===== src/rtl/control_decoder_pipe_if.sv =====
// ==== control_decoder_pipe_if : IF/ID-side handshake and ID/EX control-word bundle (rev 1.0) ====
`default_nettype none

interface control_decoder_pipe_if #(
  parameter int ALU_W = 5,
  parameter int CNT_W = 16
);
  logic             in_valid;
  logic             in_ready;
  logic [31:0]      instr;
  logic             flush;
  logic             ex_stall;
  logic             out_valid;
  logic             reg_write;
  logic             mem_read;
  logic             mem_write;
  logic             branch;
  logic             jal;
  logic             jalr;
  logic             operand_a;
  logic             operand_b;
  logic [1:0]       mem_to_reg;
  logic [2:0]       imm_sel;
  logic [ALU_W-1:0] alu_control;
  logic [2:0]       funct3_out;
  logic [4:0]       rd;
  logic [4:0]       rs1;
  logic [4:0]       rs2;
  logic             illegal;
  logic [CNT_W-1:0] bubble_count;

  modport master (
    output in_valid, instr, flush, ex_stall,
    input  in_ready, out_valid, reg_write, mem_read, mem_write, branch, jal, jalr,
           operand_a, operand_b, mem_to_reg, imm_sel, alu_control, funct3_out,
           rd, rs1, rs2, illegal, bubble_count
  );

  modport slave (
    input  in_valid, instr, flush, ex_stall,
    output in_ready, out_valid, reg_write, mem_read, mem_write, branch, jal, jalr,
           operand_a, operand_b, mem_to_reg, imm_sel, alu_control, funct3_out,
           rd, rs1, rs2, illegal, bubble_count
  );
endinterface

`default_nettype wire


===== src/rtl/control_decoder_pipe.sv =====
// ==== control_decoder_pipe : RV32(I/M) decode into the ID/EX control register (rev 1.0) ====
`default_nettype none

module control_decoder_pipe #(
  parameter int ALU_W = 5,
  parameter bit EN_M  = 1'b1,
  parameter int CNT_W = 16
) (
  input  logic                 clk,
  input  logic                 rst,
  control_decoder_pipe_if.slave bus
);
  localparam logic [6:0] OP_R      = 7'b0110011;
  localparam logic [6:0] OP_IMM    = 7'b0010011;
  localparam logic [6:0] OP_LOAD   = 7'b0000011;
  localparam logic [6:0] OP_STORE  = 7'b0100011;
  localparam logic [6:0] OP_BRANCH = 7'b1100011;
  localparam logic [6:0] OP_JAL    = 7'b1101111;
  localparam logic [6:0] OP_JALR   = 7'b1100111;
  localparam logic [6:0] OP_LUI    = 7'b0110111;
  localparam logic [6:0] OP_AUIPC  = 7'b0010111;
  localparam logic [6:0] F7_BASE   = 7'b0000000;
  localparam logic [6:0] F7_ALT    = 7'b0100000;
  localparam logic [6:0] F7_MUL    = 7'b0000001;

  typedef struct packed {
    logic             valid;
    logic             reg_write;
    logic             mem_read;
    logic             mem_write;
    logic             branch;
    logic             jal;
    logic             jalr;
    logic             op_a;
    logic             op_b;
    logic [1:0]       mem_to_reg;
    logic [2:0]       imm_sel;
    logic [ALU_W-1:0] alu;
    logic [2:0]       funct3;
    logic [4:0]       rd;
    logic [4:0]       rs1;
    logic [4:0]       rs2;
    logic             illegal;
  } ctrl_t;

  logic [6:0] opcode;
  logic [6:0] funct7;
  logic [2:0] funct3;
  assign opcode = bus.instr[6:0];
  assign funct3 = bus.instr[14:12];
  assign funct7 = bus.instr[31:25];

  // funct3 -> ALU code for the funct7=0 R-type / I-ALU group
  function automatic logic [4:0] base_alu(input logic [2:0] f3);
    case (f3)
      3'd0:    base_alu = 5'd0;
      3'd1:    base_alu = 5'd2;
      3'd2:    base_alu = 5'd3;
      3'd3:    base_alu = 5'd4;
      3'd4:    base_alu = 5'd5;
      3'd5:    base_alu = 5'd6;
      3'd6:    base_alu = 5'd8;
      default: base_alu = 5'd9;
    endcase
  endfunction

  ctrl_t      dec;
  logic       bad;
  logic       is_lui;
  logic       rs1_used;
  logic       rs2_used;
  logic [4:0] alu_code;

  always_comb begin
    dec      = '0;
    bad      = 1'b0;
    is_lui   = 1'b0;
    rs1_used = 1'b1;
    rs2_used = 1'b0;
    alu_code = 5'd0;
    case (opcode)
      OP_R: begin
        dec.reg_write = 1'b1;
        rs2_used      = 1'b1;
        if (funct7 == F7_BASE)                        alu_code = base_alu(funct3);
        else if (funct7 == F7_ALT && funct3 == 3'd0)  alu_code = 5'd1;
        else if (funct7 == F7_ALT && funct3 == 3'd5)  alu_code = 5'd7;
        else if (funct7 == F7_MUL && EN_M)            alu_code = {2'b10, funct3};
        else                                          bad = 1'b1;
      end
      OP_IMM: begin
        dec.reg_write = 1'b1;
        dec.op_b      = 1'b1;
        if (funct3 == 3'd1 && funct7 != F7_BASE)      bad = 1'b1;
        else if (funct3 == 3'd5 && funct7 == F7_ALT)  alu_code = 5'd7;
        else if (funct3 == 3'd5 && funct7 != F7_BASE) bad = 1'b1;
        else                                          alu_code = base_alu(funct3);
      end
      OP_LOAD: begin
        dec.reg_write  = 1'b1;
        dec.mem_read   = 1'b1;
        dec.op_b       = 1'b1;
        dec.mem_to_reg = 2'b01;
      end
      OP_STORE: begin
        dec.mem_write = 1'b1;
        dec.op_b      = 1'b1;
        dec.imm_sel   = 3'b001;
        rs2_used      = 1'b1;
      end
      OP_BRANCH: begin
        dec.branch  = 1'b1;
        dec.op_a    = 1'b1;
        dec.op_b    = 1'b1;
        dec.imm_sel = 3'b010;
        rs2_used    = 1'b1;
      end
      OP_JAL: begin
        dec.jal        = 1'b1;
        dec.reg_write  = 1'b1;
        dec.op_a       = 1'b1;
        dec.op_b       = 1'b1;
        dec.mem_to_reg = 2'b10;
        dec.imm_sel    = 3'b011;
        rs1_used       = 1'b0;
      end
      OP_JALR: begin
        dec.jalr       = 1'b1;
        dec.reg_write  = 1'b1;
        dec.op_b       = 1'b1;
        dec.mem_to_reg = 2'b10;
      end
      OP_LUI: begin
        dec.reg_write = 1'b1;
        dec.op_b      = 1'b1;
        dec.imm_sel   = 3'b100;
        is_lui        = 1'b1;
        rs1_used      = 1'b0;
      end
      OP_AUIPC: begin
        dec.reg_write = 1'b1;
        dec.op_a      = 1'b1;
        dec.op_b      = 1'b1;
        dec.imm_sel   = 3'b100;
        rs1_used      = 1'b0;
      end
      default: bad = 1'b1;
    endcase
    dec.alu = is_lui ? '1 : ALU_W'(alu_code);
    // Illegal words carry only the raw fields so nothing downstream acts on them
    if (bad) begin
      dec         = '0;
      dec.illegal = 1'b1;
    end
    dec.valid  = 1'b1;
    dec.funct3 = funct3;
    dec.rd     = bus.instr[11:7];
    dec.rs1    = bus.instr[19:15];
    dec.rs2    = bus.instr[24:20];
  end

  ctrl_t            word_d, word_q;
  logic [CNT_W-1:0] count_d, count_q;
  logic             hazard;
  logic             in_ready;

  assign hazard = word_q.valid && word_q.mem_read && (word_q.rd != 5'd0) &&
                  ((rs1_used && word_q.rd == bus.instr[19:15]) ||
                   (rs2_used && word_q.rd == bus.instr[24:20]));
  assign in_ready = !bus.ex_stall && !hazard && !bus.flush;

  always_comb begin
    word_d  = word_q;
    count_d = count_q;
    if (bus.flush) begin
      word_d = '0;
    end else if (bus.ex_stall) begin
      word_d = word_q;
    end else if (bus.in_valid && hazard) begin
      word_d = '0;
      if (count_q != '1) count_d = count_q + CNT_W'(1);
    end else if (bus.in_valid && in_ready) begin
      word_d = dec;
    end else begin
      word_d = '0;
    end
  end

  always_ff @(posedge clk) begin
    if (rst) begin
      word_q  <= '0;
      count_q <= '0;
    end else begin
      word_q  <= word_d;
      count_q <= count_d;
    end
  end

  assign bus.in_ready     = in_ready;
  assign bus.out_valid    = word_q.valid;
  assign bus.reg_write    = word_q.reg_write;
  assign bus.mem_read     = word_q.mem_read;
  assign bus.mem_write    = word_q.mem_write;
  assign bus.branch       = word_q.branch;
  assign bus.jal          = word_q.jal;
  assign bus.jalr         = word_q.jalr;
  assign bus.operand_a    = word_q.op_a;
  assign bus.operand_b    = word_q.op_b;
  assign bus.mem_to_reg   = word_q.mem_to_reg;
  assign bus.imm_sel      = word_q.imm_sel;
  assign bus.alu_control  = word_q.alu;
  assign bus.funct3_out   = word_q.funct3;
  assign bus.rd           = word_q.rd;
  assign bus.rs1          = word_q.rs1;
  assign bus.rs2          = word_q.rs2;
  assign bus.illegal      = word_q.illegal;
  assign bus.bubble_count = count_q;
endmodule

`default_nettype wire


===== src/flat_wrapper.sv =====
// flat-port wrapper written by rule: the top's interface ports become plain ports
module control_decoder_pipe_flat 
#(
  parameter int ALU_W = 5,
  parameter bit EN_M  = 1'b1,
  parameter int CNT_W = 16
)
  (clk, rst, bus_in_valid, bus_instr, bus_flush, bus_ex_stall, bus_in_ready, bus_out_valid, bus_reg_write, bus_mem_read, bus_mem_write, bus_branch, bus_jal, bus_jalr, bus_operand_a, bus_operand_b, bus_mem_to_reg, bus_imm_sel, bus_alu_control, bus_funct3_out, bus_rd, bus_rs1, bus_rs2, bus_illegal, bus_bubble_count);
  control_decoder_pipe_if #(.ALU_W(ALU_W), .CNT_W(CNT_W)) bus_i ();
  input  logic clk;
  input  logic rst;
  input wire logic [$bits(bus_i.in_valid)-1:0] bus_in_valid;
  input wire logic [$bits(bus_i.instr)-1:0] bus_instr;
  input wire logic [$bits(bus_i.flush)-1:0] bus_flush;
  input wire logic [$bits(bus_i.ex_stall)-1:0] bus_ex_stall;
  output wire logic [$bits(bus_i.in_ready)-1:0] bus_in_ready;
  output wire logic [$bits(bus_i.out_valid)-1:0] bus_out_valid;
  output wire logic [$bits(bus_i.reg_write)-1:0] bus_reg_write;
  output wire logic [$bits(bus_i.mem_read)-1:0] bus_mem_read;
  output wire logic [$bits(bus_i.mem_write)-1:0] bus_mem_write;
  output wire logic [$bits(bus_i.branch)-1:0] bus_branch;
  output wire logic [$bits(bus_i.jal)-1:0] bus_jal;
  output wire logic [$bits(bus_i.jalr)-1:0] bus_jalr;
  output wire logic [$bits(bus_i.operand_a)-1:0] bus_operand_a;
  output wire logic [$bits(bus_i.operand_b)-1:0] bus_operand_b;
  output wire logic [$bits(bus_i.mem_to_reg)-1:0] bus_mem_to_reg;
  output wire logic [$bits(bus_i.imm_sel)-1:0] bus_imm_sel;
  output wire logic [$bits(bus_i.alu_control)-1:0] bus_alu_control;
  output wire logic [$bits(bus_i.funct3_out)-1:0] bus_funct3_out;
  output wire logic [$bits(bus_i.rd)-1:0] bus_rd;
  output wire logic [$bits(bus_i.rs1)-1:0] bus_rs1;
  output wire logic [$bits(bus_i.rs2)-1:0] bus_rs2;
  output wire logic [$bits(bus_i.illegal)-1:0] bus_illegal;
  output wire logic [$bits(bus_i.bubble_count)-1:0] bus_bubble_count;
  assign bus_i.in_valid = bus_in_valid;
  assign bus_i.instr = bus_instr;
  assign bus_i.flush = bus_flush;
  assign bus_i.ex_stall = bus_ex_stall;
  assign bus_in_ready = bus_i.in_ready;
  assign bus_out_valid = bus_i.out_valid;
  assign bus_reg_write = bus_i.reg_write;
  assign bus_mem_read = bus_i.mem_read;
  assign bus_mem_write = bus_i.mem_write;
  assign bus_branch = bus_i.branch;
  assign bus_jal = bus_i.jal;
  assign bus_jalr = bus_i.jalr;
  assign bus_operand_a = bus_i.operand_a;
  assign bus_operand_b = bus_i.operand_b;
  assign bus_mem_to_reg = bus_i.mem_to_reg;
  assign bus_imm_sel = bus_i.imm_sel;
  assign bus_alu_control = bus_i.alu_control;
  assign bus_funct3_out = bus_i.funct3_out;
  assign bus_rd = bus_i.rd;
  assign bus_rs1 = bus_i.rs1;
  assign bus_rs2 = bus_i.rs2;
  assign bus_illegal = bus_i.illegal;
  assign bus_bubble_count = bus_i.bubble_count;
  control_decoder_pipe #(.ALU_W(ALU_W), .EN_M(EN_M), .CNT_W(CNT_W)) u_core (.clk(clk), .rst(rst), .bus(bus_i));
endmodule

===== config.mk =====
export PLATFORM = sky130hd
export DESIGN_NAME = control_decoder_pipe_flat
export DESIGN_NICKNAME = d
export VERILOG_FILES = /design/src/rtl/control_decoder_pipe_if.sv /design/src/rtl/control_decoder_pipe.sv /design/src/flat_wrapper.sv
export SDC_FILE = /design/constraint.sdc
export NUM_CORES = 1
export LEC_CHECK = 0
export CAP_MARGIN = 20
export CORE_UTILIZATION = 30
export DETAILED_ROUTE_END_ITERATION = 10
export GPL_TIMING_DRIVEN = 0
export SLEW_MARGIN = 20
export SYNTH_ARGS = -nofsm -noshare
export SYNTH_HDL_FRONTEND = slang
export SYNTH_SLANG_ARGS = --single-unit
export TNS_END_PERCENT = 1

===== constraint.sdc =====
create_clock -name clk -period 4.08 [get_ports clk]
set_input_delay 0.408 -clock clk [delete_from_list [all_inputs] [get_ports clk]]
set_output_delay 0.408 -clock clk [all_outputs]
set_load 0.01 [all_outputs]

**After elaboration in Yosys (flattened, before gate mapping)**

Index checks and enable logic that the tools add are counted.

- Input port bits: 37
- Output and inout port bits: 55
- Bits in registers: 54

- Bitwise gates (word level): 2
- Reduce and logical (&&, ||, !) cells: 31
- Add/subtract/negate cells: 1
- Equal/unequal tests: 20
- Multiplexer cells: 34

Operators by type and width:

| operator | number |
|---|---|
| two-way mux 38 bit | 2 |
| two-way mux 37 bit | 1 |
| two-way mux 5 bit | 7 |
| equality test 7 x 6 -> 1 bit, second input constant | 4 |
| one-hot mux 4 bit (7 select lines) | 1 |
| equality test 7 bit, second input constant | 3 |
| two-way mux 1 bit | 18 |
| adder 16 x 1 -> 16 bit, second input constant | 1 |
| inequality test 16 bit, second input constant | 1 |
| equality test 7 x 5 -> 1 bit, second input constant | 2 |
| OR reduction 7 bit | 2 |
| logical AND 1 bit | 13 |
| one-hot mux 3 bit (4 select lines) | 1 |
| equality test 5 bit | 2 |
| one-hot mux 5 bit (2 select lines) | 1 |
| equality test 3 bit, second input constant | 3 |
| OR reduction 3 bit | 3 |
| OR reduction 8 bit | 1 |
| equality test 7 x 1 -> 1 bit, second input constant | 1 |
| equality test 7 x 2 -> 1 bit, second input constant | 1 |
| zero test 7 bit | 1 |
| nonzero test 7 bit | 1 |
| equality test 3 x 2 -> 1 bit, second input constant | 2 |
| OR reduction 2 bit | 3 |
| other kinds (10) | 13 |

**Depth between registers and ports, before layout**

Gate-level depths: netlist of the first run.

- Depth after elaboration: 12
- Depth in mapped cells: 9

**Worst setup path before layout of the first run**

No wires, ideal clock.

- Kind: input port to flip-flop
- Start: input bus_instr[2]
- End: register u_core.count_q[6], in the netlist u_core.bus.bubble_count[6]
- Cell stages on the path: 9
- Data required time: 3.959 ns
- Arrival time: 2.268 ns
- Slack: 1.691 ns
- Setup time: 0.121 ns
- Cells stage by stage: buf_6 and4bb_2 nand3_2 o32a_4 or2_1 buf_6 buf_4 nor3_1 mux2_2

- Longest elaborated chain between the ends: 8
- Elaborated cells on any way between the ends: 16
- Those cells by class: eq/ne: 6; mux: 2; reduce/logical: 8

Ends and longest elaborated chain:

| element | RTL line | source |
|---|---|---|
| start, declared | flat_wrapper.sv:13 | `input wire logic [$bits(bus_i.instr)-1:0] bus_instr;` |
| equality test 7 x 6 -> 1 bit, or another cell as far along | control_decoder_pipe.sv:81 | `case (opcode)` |
| OR reduction 3 bit (no source line) | - |  |
| two-way mux 1 bit | control_decoder_pipe.sv:81 |  |
| logical AND 1 bit, on equally long branches | control_decoder_pipe.sv:168, control_decoder_pipe.sv:169 |  |
| logical OR 1 bit (*) | control_decoder_pipe.sv:168 | `((rs1_used && word_q.rd == bus.instr[19:15]) \|\|` |
| logical AND 1 bit (*) | control_decoder_pipe.sv:167 | `assign hazard = word_q.valid && word_q.mem_read && (word_q.rd != 5'd0) &&` |
| logical AND 1 bit (*) | control_decoder_pipe.sv:179 | `end else if (bus.in_valid && hazard) begin` |
| AND reduction 4 bit (no source line) (*) | - |  |
| end signal, assigned | control_decoder_pipe.sv:195 | `count_q <= count_d;` |
| end, declared | control_decoder_pipe.sv:163 | `logic [CNT_W-1:0] count_d, count_q;` |

Mark *: on every way between the ends. The rest lies on a longest branch, timed or not.
A chain may end at the register's enable or synchronous reset.

**Worst setup path after layout of the first run**

- Start: input bus_instr[6]
- End: output bus_in_ready

- Longest elaborated chain between the ends: 9
- Elaborated cells on any way between the ends: 17
- Those cells by class: eq/ne: 6; mux: 2; reduce/logical: 9

Ends and longest elaborated chain:

| element | RTL line | source |
|---|---|---|
| equality test 7 x 6 -> 1 bit, or another cell as far along | control_decoder_pipe.sv:81 |  |
| OR reduction 3 bit (no source line) | - |  |
| two-way mux 1 bit | control_decoder_pipe.sv:81 |  |
| logical AND 1 bit, on equally long branches | control_decoder_pipe.sv:168, control_decoder_pipe.sv:169 |  |
| logical OR 1 bit (*) | control_decoder_pipe.sv:168 |  |
| logical AND 1 bit (*) | control_decoder_pipe.sv:167 |  |
| zero test 1 bit (*) | control_decoder_pipe.sv:170 | `assign in_ready = !bus.ex_stall && !hazard && !bus.flush;` |
| logical AND 1 bit (*) (2 in series) | control_decoder_pipe.sv:170 |  |
| end, declared | flat_wrapper.sv:16 | `output wire logic [$bits(bus_i.in_ready)-1:0] bus_in_ready;` |

Marks and branches as above.

==> metrics, run 1 <==
max FFs per register=16; period utilization=0.869; Seq cells post-synth=53; status=completed; ANT nets after route=0; Port Buffer Count=88; WL/cell=15.8 µm; die area=9410 µm²; drt first pass iters=4; dominant cell type by area after synthesis=dfxtp_1; CTS tree=done; main area contributors after synthesis=dfxtp_1 39%, a22o_1 7.8%, xnor2_1 4.8%; Nets=439; worst-path maximum fanout=10; Setup-failing EPs final=0; final core utilization=0.437; part of the Yosys area used for sequential elements=0.392; Residual DRC=0; Post-Synthesis Cell Area=2710 µm²; share of cells above drive strength 1=0.0597; Post CTS Setup Buffer Count=0; number of enable flip-flop cells after synthesis=0; Leak Pwr=1.26 nW; worst hold path class=in2reg; DIE WIDTH=97.0 µm; CP max stage delay=0.61 ns; hold_buf cts=0; Slew HR=0.605; Post-Syn Instances=306; CP Class=in2out; initial core utilization=0.311; delay-heaviest family, CP=buffers and inverters; CP endpoint kind=output port; CP Data Required Time=3.67 ns; initial antenna violation count=0; Clock Skew=0.0126 ns; VDD IR max=0.139 mV; worst slew pin tran=0.588 ns; global-route wire length before repair=13.3 mm; count of final hold-check violations=0; Area Growth Syn to Fin=40.6%; Reg2Reg Setup Slack=1.66 ns; Critical Path Start Type=input port; # Max-Cap Violations=0; # clock sinks=53; ANT cells=0; latest clock arrival within the worst-skew pair=0.31 ns; Synth async-reset ratio=0; post-synth top area share=0.392; min Tclk post-route=3.54 ns; H-tree depth=2; Mean Syn Cell Area=8.85 µm²; root buf cell=clkbuf_8; Die Height=97.0 µm; Avg Vias per Cell=5.37; most used cell, CP=clkdlybuf4s50_1; First DRT Iteration DRCs=106; largest net degree at the start of global routing=16; Max Freq=282 MHz; GRT overflow=0; GPL Wtd Cong=0.867; Max Slew Vio Count=0; Post-Syn Nets=344; pwr/cell area=245 nW/µm²; fillers=852; top-count cell post-synth=dfxtp_1; RSZ-0062 raised after global routing=false; CP bufs+invs=4; Longest Clk Path Bufs=2; setup TNS=0 ns; vias in the first global route=2660; Crit-path slowest cell=clkdlybuf4s50_1; Yosys cell types=52; clk slew on worst S/H paths=0.10 ns; Synth Warn #=0; CTS resizes=0; routed vias=2740; CTS Buf Count=5; dpl hpwl=6.03 mm; Total GRT Usage=0.171; crit-path cells=clkdlybuf4s50_1, nand4b_1, o2111ai_1, o32a_4, or2_1, buf_6, buf_4, nor3b_1, clkdlybuf4s50_1; num rows=34; Core Area=8720 µm²; Total Wirelength=8.07 mm; io pins=92; top_reg_cell synth=dfxtp_1; Worst EP arrival=3.14 ns; commonest cells in the netlist=53 x dfxtp_1, 29 x nand2_1, 24 x a22o_1, 24 x nor2_1
-- power by group --
group | internal [mW] | total, mW | leakage (nW) | switching [mW]
combinational | 0.0579 | 0.118 | 0.790 | 0.0598
clock | 0.120 | 0.292 | 0.0450 | 0.172
sequential | 0.519 | 0.522 | 0.427 | 0.00237
-- layout by cell type, fill, tap and decap left out, types with 8 or more instances in the layout --
master | Yosys | layout
clkdlybuf4s50_1 | 0 | 88
dfxtp_1 | 53 | 53
nand2_1 | 29 | 29
nor2_1 | 24 | 24
a22o_1 | 24 | 24
clkbuf_1 | 14 | 15
xnor2_1 | 15 | 15
a21oi_1 | 15 | 15
nand3_1 | 11 | 11
nor2b_1 | 10 | 10
o31ai_1 | 8 | 8
-- metal layers --
metal,global-route usage,up-vias,share of wire
li1,-,1339,-
met1,0.231,1293,0.47
met2,0.275,97,0.46
met3,0.0332,11,0.053
met4,0.0528,0,0.014
met5,0,-,0
-- path summary, 6_finish.rpt --
| kind | from | to | cells after the start |
|---|---|---|---|
| max | bus_instr[6] | bus_in_ready | 9 |
| min | bus_instr[3] | u_core.bus.jalr$_SDFFE_PP0N_ | 2 |
| max reg2reg | u_core.bus.rd[1]$_SDFFE_PP0N_ | u_core.bus.alu_control[1]$_SDFFE_PP0N_ | 7 |
| min reg2reg | u_core.bus.jalr$_SDFFE_PP0N_ | u_core.bus.jalr$_SDFFE_PP0N_ | 2 |
-- metrics by stage --
step           hold slack [ns]  instance area [µm²]  std cells  setup WS, ns  total power, mW
6_report                 0.333                 3810        510         0.536            0.931
5_1_grt                  0.326                 3810        510         0.370            0.972
4_1_cts                  0.325                 3810        510         0.546            0.939
3_5_place_dp             0.445                 3720        502         0.564            0.651
3_3_place_gp             0.458                 3720        502         0.578            0.650
2_1_floorplan            0.477                 2710        306          1.69            0.588
-- kinds of logic after synthesis --
group | Yosys count | share of synthesized area
xor gates and xnor gates | 16 | 0.0517
adders and majority gates | 1 | 0.00462
and+or+nand+nor | 125 | 0.247
buffers and inverters | 23 | 0.0434
DFF | 53 | 0.392
muxes | 6 | 0.0245
AOI/OAI and AO/OA | 82 | 0.237
-- area by class of cell --
type | instances | area (µm²) | area share
timing repair buffer | 88 | 881 | 0.231
clock inverter | 2 | 10.0 | 0.00263
sequential | 53 | 1060 | 0.279
buffer | 20 | 106 | 0.0279
inverter | 3 | 11.3 | 0.00296
multi-input combinational | 230 | 1530 | 0.402
tap | 108 | 135 | 0.0355
clock buffer | 6 | 72.6 | 0.0191
Power figures use the tool's default switching activity.
==> inputs of run 2 (changes only) <==
--- a/config.mk
+++ b/config.mk
@@ -7,6 +7,7 @@
 export LEC_CHECK = 0
 export CAP_MARGIN = 20
 export CORE_UTILIZATION = 30
+export CTS_CLUSTER_SIZE = 14
 export DETAILED_ROUTE_END_ITERATION = 10
 export GPL_TIMING_DRIVEN = 0
 export SLEW_MARGIN = 20
==> results of run 2 <==
Final layout, timing and power as in run 1 (identical DEF).
==> inputs of run 3 (changes only) <==
--- a/config.mk
+++ b/config.mk
@@ -6,10 +6,12 @@
 export NUM_CORES = 1
 export LEC_CHECK = 0
 export CAP_MARGIN = 20
-export CORE_UTILIZATION = 30
+export CORE_MARGIN = 3
+export CORE_UTILIZATION = 49
 export CTS_CLUSTER_SIZE = 14
 export DETAILED_ROUTE_END_ITERATION = 10
 export GPL_TIMING_DRIVEN = 0
+export PLACE_DENSITY = 0.85
 export SLEW_MARGIN = 20
 export SYNTH_ARGS = -nofsm -noshare
 export SYNTH_HDL_FRONTEND = slang
==> run 3 against run 2 <==
  * Sequential power hardly changed
  * Count of clock-buffer cells in the layout down 1
  * Final cell count is 7.5% lower
  * Clock power is 25% higher
  * Critical path depth is the same
  * Wire length is 3.6% lower
  * Non-clock buffer count unchanged
  * Combinational power is essentially flat
  * Via count grew 1.7%
  * Critical path type unchanged
  * Critical endpoint unchanged
==> metrics, run 3 (synthesized netlist as in run 1, its figures left out) <==
CTS tree=done (unchanged); Worst EP arrival=3.07 ns (was 3.14 ns); post-route setup slack=0.603 ns (was 0.536 ns); RSZ-0062 raised after global routing=false (unchanged); Area Growth Syn to Fin=39.9% (was 40.6%); setup TNS=0 ns (unchanged); Slew HR=0.591 (was 0.605); max FFs per register=16 (unchanged); # Max-Cap Violations=0 (unchanged); First DRT Iteration DRCs=203 (was 106); share of cells above drive strength 1=0.0622 (was 0.0597); Die Height=80.4 µm (was 97.0 µm); Clock Skew=0.00982 ns (was 0.0126 ns); Leak Pwr=1.28 nW (was 1.26 nW); CP Class=in2out (unchanged); pwr/cell area=265 nW/µm² (was 245 nW/µm²); routed vias=2786 (was 2740); placed insts=464 (was 502); clk slew on worst S/H paths=0.10 ns (about the same); Longest Clk Path Bufs=2 (unchanged); Nets=439 (unchanged); # clock sinks=53 (unchanged); status=completed (unchanged); drt first pass iters=6 (was 4); CTS resizes=0 (unchanged); root buf cell=clkbuf_8 (unchanged); most frequent cells in the layout=88 x clkdlybuf4s50_1, 53 x dfxtp_1, 29 x nand2_1 (unchanged); worst slew pin tran=0.613 ns (was 0.588 ns); hold_buf cts=0 (unchanged); global-route wire length before repair=12.7 mm (was 13.3 mm); WL/cell=16.5 µm (was 15.8 µm); GRT overflow=0 (unchanged); Avg Vias per Cell=5.90 (was 5.37); latest clock arrival within the worst-skew pair=0.31 ns (about the same); CTS Buf Count=5 (unchanged); VDD IR max=0.147 mV (was 0.139 mV); final core utilization=0.724 (was 0.437); Max Freq=288 MHz (was 282 MHz); worst-path maximum fanout=10 (unchanged); commonest non-fill, non-tap cell in the layout=clkdlybuf4s50_1 (unchanged); initial antenna violation count=0 (unchanged); dpl hpwl=5.85 mm (was 6.03 mm); DIE WIDTH=80.4 µm (was 97.0 µm); ANT cells=0 (unchanged); Max Slew Vio Count=0 (unchanged); period utilization=0.852 (was 0.869); largest net degree at the start of global routing=18 (was 16); vias in the first global route=2697 (was 2660); Min Hold Slack=0.327 ns (was 0.333 ns); CP endpoint kind=output port (unchanged); Setup Slack @ Placement=0.680 ns (was 0.564 ns); Setup-failing EPs final=0 (unchanged); num rows=26 (was 34); Core Area=5240 µm² (was 8720 µm²); Critical Path Start Type=input port (unchanged); GPL Wtd Cong=0.948 (was 0.867); Residual DRC=0 (unchanged); die area=6460 µm² (was 9410 µm²); initial core utilization=0.517 (was 0.311); Finished Layout Cells=472 (was 510); Post CTS Setup Buffer Count=0 (unchanged); H-tree depth=2 (unchanged); count of final hold-check violations=0 (unchanged); Port Buffer Count=88 (unchanged); worst hold path class=in2reg (unchanged); CP Data Required Time=3.67 ns (about the same); Total GRT Usage=0.247 (was 0.171); min Tclk post-route=3.48 ns (was 3.54 ns); Total Wirelength=7.77 mm (was 8.07 mm); io pins=92 (unchanged); ANT nets after route=0 (unchanged)
## run 3: cell types whose count changed in the layout (fill, tap and decap cells not counted)
cell,before,now
bufinv_16,0,1
clkbuf_1,15,14
clkinv_2,2,1
inv_6,0,1
## run 3: metal layers
layer,wire length (µm),part of all wire,GRT usage,vias to the layer above
met5,0,0,0,-
met4,70,0.0090,0.0524,0
met3,632,0.081,0.0561,10
met2,3800,0.49,0.429,135
met1,3270,0.42,0.311,1301
li1,-,-,-,1340
## run 3: cell type report
type                    count  area [µm²]
plain buffers              20         106
clock buffers               5        68.8
clock inverters             3        43.8
fillers                   432        1450
inverters                   3        11.3
multi-input cells         230        1530
flip-flops and latches     53        1060
well taps                  70        87.6
repair buffers             88         881
## run 3: power by group
group,internal [mW],total (mW),switching [mW]
sequential,0.520,0.522,0.00247
clock,0.184,0.364,0.180
combinational,0.0579,0.117,0.0593
total,0.762,1.00,0.242
## run 3: final timing paths
kind,startpoint,end,slack (ns),depth (start not counted)
min,bus_instr[3],u_core.bus.jalr$_SDFFE_PP0N_,0.33,2
max reg2reg,u_core.bus.rd[1]$_SDFFE_PP0N_,u_core.bus.mem_read$_SDFFE_PP0N_,1.64,6
max,bus_instr[6],bus_in_ready,0.60,9
min reg2reg,u_core.bus.alu_control[4]$_SDFFE_PP0N_,u_core.bus.alu_control[4]$_SDFFE_PP0N_,0.47,2
## run 3: critical path, stage by stage
cell,delay (ns)
clkdlybuf4s50_1,0.62
nand4b_1,0.29
o2111ai_1,0.32
o32a_4,0.24
or2_1,0.12
buf_6,0.12
buf_4,0.17
nor3b_1,0.20
clkdlybuf4s50_1,0.57
## run 3: per-stage QoR
step | cell area [µm²] | power (mW)
after CTS | 3790 | 1.01
after global routing | 3790 | 1.04
after detailed placement | 3680 | 0.649
after global placement | 3680 | 0.647
final | 3790 | 1.00
after floorplan | 2710 | 0.588
